===== src/rtl/vc_drop_ctrl.sv =====
// Squash-drop controller: counts outstanding memory requests, marks them stale on a
// squash and holds drop high until that many responses are consumed; throttles issue.
module vc_drop_ctrl #(
  parameter int p_max_inflight = 2,
  localparam int c_cnt_nbits = $clog2(p_max_inflight + 1)
) (
  input  logic                   clk,
  input  logic                   reset,
  input  logic                   req_go,
  input  logic                   resp_go,
  input  logic                   squash,
  output logic                   req_en,
  output logic                   drop,
  output logic [c_cnt_nbits-1:0] inflight,
  output logic [c_cnt_nbits-1:0] drop_cnt,
  output logic [1:0]             state,
  output logic                   err
);

  localparam logic [1:0] c_idle  = 2'd0;
  localparam logic [1:0] c_busy  = 2'd1;
  localparam logic [1:0] c_drain = 2'd2;

  localparam logic [c_cnt_nbits-1:0] c_zero = '0;
  localparam logic [c_cnt_nbits-1:0] c_one  = c_cnt_nbits'(1);
  localparam logic [c_cnt_nbits-1:0] c_max  = c_cnt_nbits'(p_max_inflight);

  logic [c_cnt_nbits-1:0] inflight_q, inflight_d;
  logic [c_cnt_nbits-1:0] drop_cnt_q, drop_cnt_d;
  logic [1:0]             state_q, state_d;
  logic                   err_q, err_d;
  logic                   req_ok, resp_ok;

  assign req_en = (inflight_q < c_max);
  assign drop   = (drop_cnt_q != c_zero) || (squash && (inflight_q != c_zero));

  // Illegal handshakes are ignored by the counters so they saturate instead of wrapping.
  assign req_ok  = req_go && req_en;
  assign resp_ok = resp_go && (inflight_q != c_zero);

  always_comb begin
    inflight_d = inflight_q;
    if (req_ok && !resp_ok) begin
      inflight_d = inflight_q + c_one;
    end else if (resp_ok && !req_ok) begin
      inflight_d = inflight_q - c_one;
    end
  end

  // A request issued in the squash cycle is the redirect fetch, so it is not counted stale.
  always_comb begin
    drop_cnt_d = drop_cnt_q;
    if (squash) begin
      drop_cnt_d = inflight_q - (resp_ok ? c_one : c_zero);
    end else if (resp_ok && (drop_cnt_q != c_zero)) begin
      drop_cnt_d = drop_cnt_q - c_one;
    end
  end

  always_comb begin
    err_d = err_q || (resp_go && (inflight_q == c_zero)) || (req_go && !req_en);
  end

  always_comb begin
    state_d = state_q;
    case (state_q)
      c_idle, c_busy: begin
        if (inflight_d == c_zero)      state_d = c_idle;
        else if (drop_cnt_d != c_zero) state_d = c_drain;
        else                           state_d = c_busy;
      end
      c_drain: begin
        if (drop_cnt_d == c_zero) state_d = (inflight_d == c_zero) ? c_idle : c_busy;
        else                      state_d = c_drain;
      end
      default: state_d = c_idle;
    endcase
  end

  always_ff @(posedge clk) begin
    if (reset) begin
      inflight_q <= c_zero;
      drop_cnt_q <= c_zero;
      state_q    <= c_idle;
      err_q      <= 1'b0;
    end else begin
      inflight_q <= inflight_d;
      drop_cnt_q <= drop_cnt_d;
      state_q    <= state_d;
      err_q      <= err_d;
    end
  end

  assign inflight = inflight_q;
  assign drop_cnt = drop_cnt_q;
  assign state    = state_q;
  assign err      = err_q;

endmodule


===== config.mk =====
export PLATFORM = sky130hd
export DESIGN_NAME = vc_drop_ctrl
export DESIGN_NICKNAME = d
export VERILOG_FILES = /design/src/rtl/vc_drop_ctrl.sv
export SDC_FILE = /design/constraint.sdc
export NUM_CORES = 1
export LEC_CHECK = 0
export CORE_AREA = 3 3 40 42
export DETAILED_ROUTE_END_ITERATION = 7
export DIE_AREA = 0 0 43 45
export SLEW_MARGIN = 20
export SYNTH_ARGS = -nofsm -noshare
export SYNTH_HDL_FRONTEND = slang
export SYNTH_SLANG_ARGS = --single-unit

===== constraint.sdc =====
create_clock -name clk -period 4.95 [get_ports clk]
set_input_delay 0.7425 -clock clk [delete_from_list [all_inputs] [get_ports clk]]
set_output_delay 0.7425 -clock clk [all_outputs]
set_load 0.01 [all_outputs]

# Yosys cells after proc, flatten, opt, wreduce, memory -nomap -nowiden
# Cells that the tools add are included.
[op_classes]
add_sub_neg = 4
order_cmp = 1
n_eq_ne = 2
mux = 10
reduce_logical = 22
[ops]
columns = ["operator", "n"]
rows = [
  ["two-way mux 2 bit", 7],
  ["logical AND 1 bit", 8],
  ["logical NOT 2 bit", 4],
  ["nonzero test 2 bit", 3],
  ["one-hot mux 2 bit (2 select lines)", 1],
  ["subtractor 2 x 1 -> 2 bit (second input constant)", 2],
  ["logical NOT 1 bit", 3],
  ["logical OR 1 bit", 3],
  ["adder 2 x 1 -> 2 bit (second input constant)", 1],
  ["equality test 2 x 1 -> 1 bit (second input constant)", 1],
  ["equality test 2 bit (second input constant)", 1],
  ["less-than comparator 2 bit (second input constant)", 1],
  ["two-way mux 1 bit", 2],
  ["OR reduction 2 bit", 1],
  ["subtractor 2 x 1 -> 2 bit", 1],
]
[totals]
register_bits = 7
word_cells = 43

# Depth between registers and ports, before layout
[logic_depth]
word_depth = 10
mapped_depth = 8
ltp_nobuf = 7

# Least setup slack after synthesis
# No wires, ideal clock.
[synth_timing]
kind = "input to register"
startpoint = "input resp_go"
endpoint = "register state_q[0], in the netlist state[0]"
setup_ns = 0.086
arrival_ns = 1.823
required_time_ns = 4.864
slack_ns = 3.041
cell_stages = 6
path_buffers = 1
path_cell_list = "nor2b_2 -> buf_6 -> ha_1 -> xor2_1 -> or2_2 -> a211oi_1"
[synth_via]
elab_chain_cells = 8
elab_cells_between_ends = 19
cone_classes = "add/sub: 1; mux: 10; reduce/logical: 8"
[synth_lines]
columns = ["element", "line", "rtl"]
rows = [
  ["start, declared", "10", "input logic resp_go,"],
  ["logical AND 1 bit (*)", "39", "assign resp_ok = resp_go && (inflight_q != c_zero);"],
  ["two-way mux 1 bit, or another cell as far along", "54", "drop_cnt_d = inflight_q - (resp_ok ? c_one : c_zero);"],
  ["subtractor 2 x 1 -> 2 bit, or another cell as far along", "54", ""],
  ["two-way mux 2 bit, on equally long branches", "53, 43", ""],
  ["nonzero test 2 bit / logical NOT 2 bit (equally long branches)", "69, 68, 73", ""],
  ["two-way mux 2 bit / two-way mux 1 bit (equally long branches)", "69, 73", ""],
  ["two-way mux 2 bit, on equally long branches", "68, 73", ""],
  ["one-hot mux 2 bit (2 select lines) (*)", "66", "case (state_q)"],
  ["end signal, assigned", "84", "state_q <= c_idle;"],
  ["end signal, assigned", "89", "state_q <= state_d;"],
  ["end, declared", "30", "logic [1:0] state_q, state_d;"],
]
# Every way passes the cells marked *; elsewhere a longest branch is shown, timed or not.
# A chain may end at the register's enable or synchronous reset.

# Worst setup path after layout
[layout_timing]
startpoint = "input squash"
endpoint = "output drop"
[layout_via]
elab_chain_cells = 2
[layout_lines]
columns = ["element", "line", "rtl"]
rows = [
  ["start, declared", "11", "input logic squash,"],
  ["logical AND 1 bit", "35", "assign drop = (drop_cnt_q != c_zero) || (squash && (inflight_q != c_zero));"],
  ["logical OR 1 bit", "35", ""],
  ["end, declared", "13", "output logic drop,"],
]
# No other way between the ends.

==> impl_metrics.json <==
{
  "clock_latency_ns": 0.25,
  "finalHoldViolCount": 0,
  "finalMaxSlewViolations": 0,
  "fin_setup_tns_ns": 0,
  "synth_area_leader_cell": "dfxtp_1",
  "cts_made_buffers": 3,
  "io_pins": 14,
  "cts_buffer_depth": 2,
  "overflow": 0,
  "final-seq-area_um2": 140,
  "gp_congestion": 0.719,
  "htreeDepth": 1,
  "instances_no_fill": 83,
  "drt-total-wl_um": 879,
  "antenna-diode-count": 0,
  "status": "finished clean",
  "dp_cells": 79,
  "path_cells": "clkdlybuf4s50_1 > inv_1 > o21ai_0 > clkdlybuf4s50_1",
  "start_util": 0.354,
  "avgViaCountPerCell": 4.76,
  "final_nets": 77,
  "total_power_w": 0.000339,
  "ys.flop_type": "dfxtp_1",
  "worstMarginPinSlew_ns": 0.344,
  "cp_common_cell": "clkdlybuf4s50_1",
  "postCtsSetupBuffers": 0,
  "syn_nets": 60,
  "port_buffers": 13,
  "multi_input_area_um2": 282,
  "synth_cell_type_count": 27,
  "cts_hold_buffers": 0,
  "ys_ff_latch": 7,
  "pwr_density_cell_nw_per_um2": 547,
  "synth.top_cell.area_share": 0.308,
  "grt_max_degree": 8,
  "ir_drop_v": 0.000251,
  "finalCritPeriodShare": 0.573,
  "async_reset_ff_frac": 0,
  "syn_area_um2": 455,
  "drt_iter0_markers": 0,
  "via_count": 395,
  "criticalPathCategory": "in2out",
  "skew_ns": 0.00780,
  "grt_usage": 0.109,
  "cts_tree": "done",
  "routedWlPerCell_um": 10.6,
  "drc": 0,
  "crit_slowest_cell": "clkdlybuf4s50_1",
  "grt_pass1_vias": 372,
  "cts.repair.resized": 0,
  "crit_family": "buffers and inverters",
  "place_hpwl_um": 700,
  "grt_pass1_wl_mm": 1.52,
  "cap_violations": 0,
  "hp-class": "reg2reg",
  "final_area_um2": 619,
  "ys_warn_count": 0,
  "die-area_um2": 1940,
  "avgSynthCellArea_um2": 8.76,
  "ys_top_cells_by_area": "dfxtp_1 31%, ha_1 8.2%, inv_1 4.9%, nor2_1 4.1%, a221oi_1 3.8%",
  "rsz0062_at_grt": "no",
  "final.fill_count": 132,
  "yosys-top-cells-count": "7 x dfxtp_1, 6 x inv_1, 5 x nor2_1",
  "clk_pin_slew_ns": 0.05,
  "cp_slowest_stage_delay_ns": 0.58,
  "drive_gt1_frac": 0.118,
  "clock_sinks": 7,
  "synth.most_common_cell": "dfxtp_1",
  "synth_cells": 52,
  "cp-start-kind": "primary input",
  "setup_viol": 0,
  "arrival_ns": 2.09,
  "setup_slack_ns": 2.12,
  "p_leak_nw": 0.245,
  "place_ws_ns": 2.11,
  "cp_max_fo": 7,
  "placed_area_um2": 593,
  "seq_area_frac_synth": 0.308,
  "cts_root_buf": "clkbuf_4",
  "row_count": 13,
  "cp-end-kind": "primary output",
  "antenna_left": 0,
  "layout_min_cycle_time_ns": 2.83,
  "cp_data_required_time_ns": 4.21,
  "synth-edff-count": 0,
  "crit_buf_inv": 3,
  "die_h_um": 45,
  "area_growth_pct": 36.0,
  "die-width_um": 43,
  "relSlewSlack": 0.769,
  "coreArea_um2": 1280,
  "fmax_mhz": 353,
  "antenna_found_initial": 0,
  "detail_route.first_pass.iterations": 1
}
-- layout make-up --
type / count / share of cell area
Clock buffer: 4 / 0.0424
Inverter: 6 / 0.0364
Multi-Input combinational cell: 38 / 0.455
Timing Repair Buffer: 13 / 0.210
Tap cell: 15 / 0.0303
Sequential cell: 7 / 0.226
-- kinds of logic (layout without fill, tap and decap cells) --
kind of cell,count (synthesis),after routing,synth area share
compound gates,15,15,0.264
xor+xnor,4,4,0.0769
flops,7,7,0.308
fa+ha+maj,3,3,0.0824
buf+inv,7,23,0.0742
simple gates,16,16,0.195
-- worst reg2reg max path, delay by kind of cell (launching register included) --
| family | cells | cell delay (ns) |
|---|---|---|
| buffers and inverters | 1 | 0.13 |
| and+or+nand+nor | 2 | 0.59 |
| adders and majority gates | 2 | 0.49 |
| DFF | 1 | 0.41 |
| xor gates and xnor gates | 1 | 0.09 |
| AOI/OAI and AO/OA | 1 | 0.23 |
-- layer usage --
layer | track usage | vias to the layer above | part of all wire
li1 | - | 218 | -
met1 | 0.128 | 164 | 0.47
met2 | 0.162 | 11 | 0.46
met3 | 0.0359 | 2 | 0.060
met4 | 0.0904 | 0 | 0.014
met5 | 0 | - | 0
-- cells in the final DEF, fill, tap and decap left out, types with 2 or more instances in the layout --
cell type	synthesis	routed
clkbuf_4	0	3
a21o_1	2	2
nand2_1	3	3
a211oi_1	2	2
xor2_1	2	2
xnor2_1	2	2
ha_1	3	3
dfxtp_1	7	7
a21oi_1	2	2
clkdlybuf4s50_1	0	13
a221oi_1	2	2
nor2_1	5	5
inv_1	6	6
-- worst paths after layout --
| kind | cells after the start | startpoint | to | slack (ns) |
|---|---|---|---|---|
| worst max-delay path | 4 | squash | drop | 2.12 |
| worst min-delay path | 2 | state[1] | state[1] | 0.47 |
| worst max register to register | 7 | inflight[0] | state[0] | 2.93 |
| worst min register to register | 2 | state[1] | state[1] | 0.47 |
-- registers in the layout, indices dropped and copies added (netlist names) --
name	flops
inflight	2
err	1
state	2
drop_cnt	2
-- power breakdown --
part           internal [W]  total (W)  leakage, nW  switching, W
sequential        0.0000758  0.0000932       0.0580     0.0000174
combinational      0.000104   0.000193        0.172     0.0000892
clock             0.0000308  0.0000523       0.0150     0.0000215
total              0.000211   0.000339        0.245      0.000128
-- per-stage QoR --
step / utilization / hold WS (ns)
after CTS: 0.482 / 0.479
after global routing: 0.482 / 0.501
after floorplan: - / 0.504
after detailed placement: 0.462 / 0.466
final: 0.482 / 0.475
after global placement: 0.462 / 0.461
Note: power is estimated with default switching activity, not from simulation.
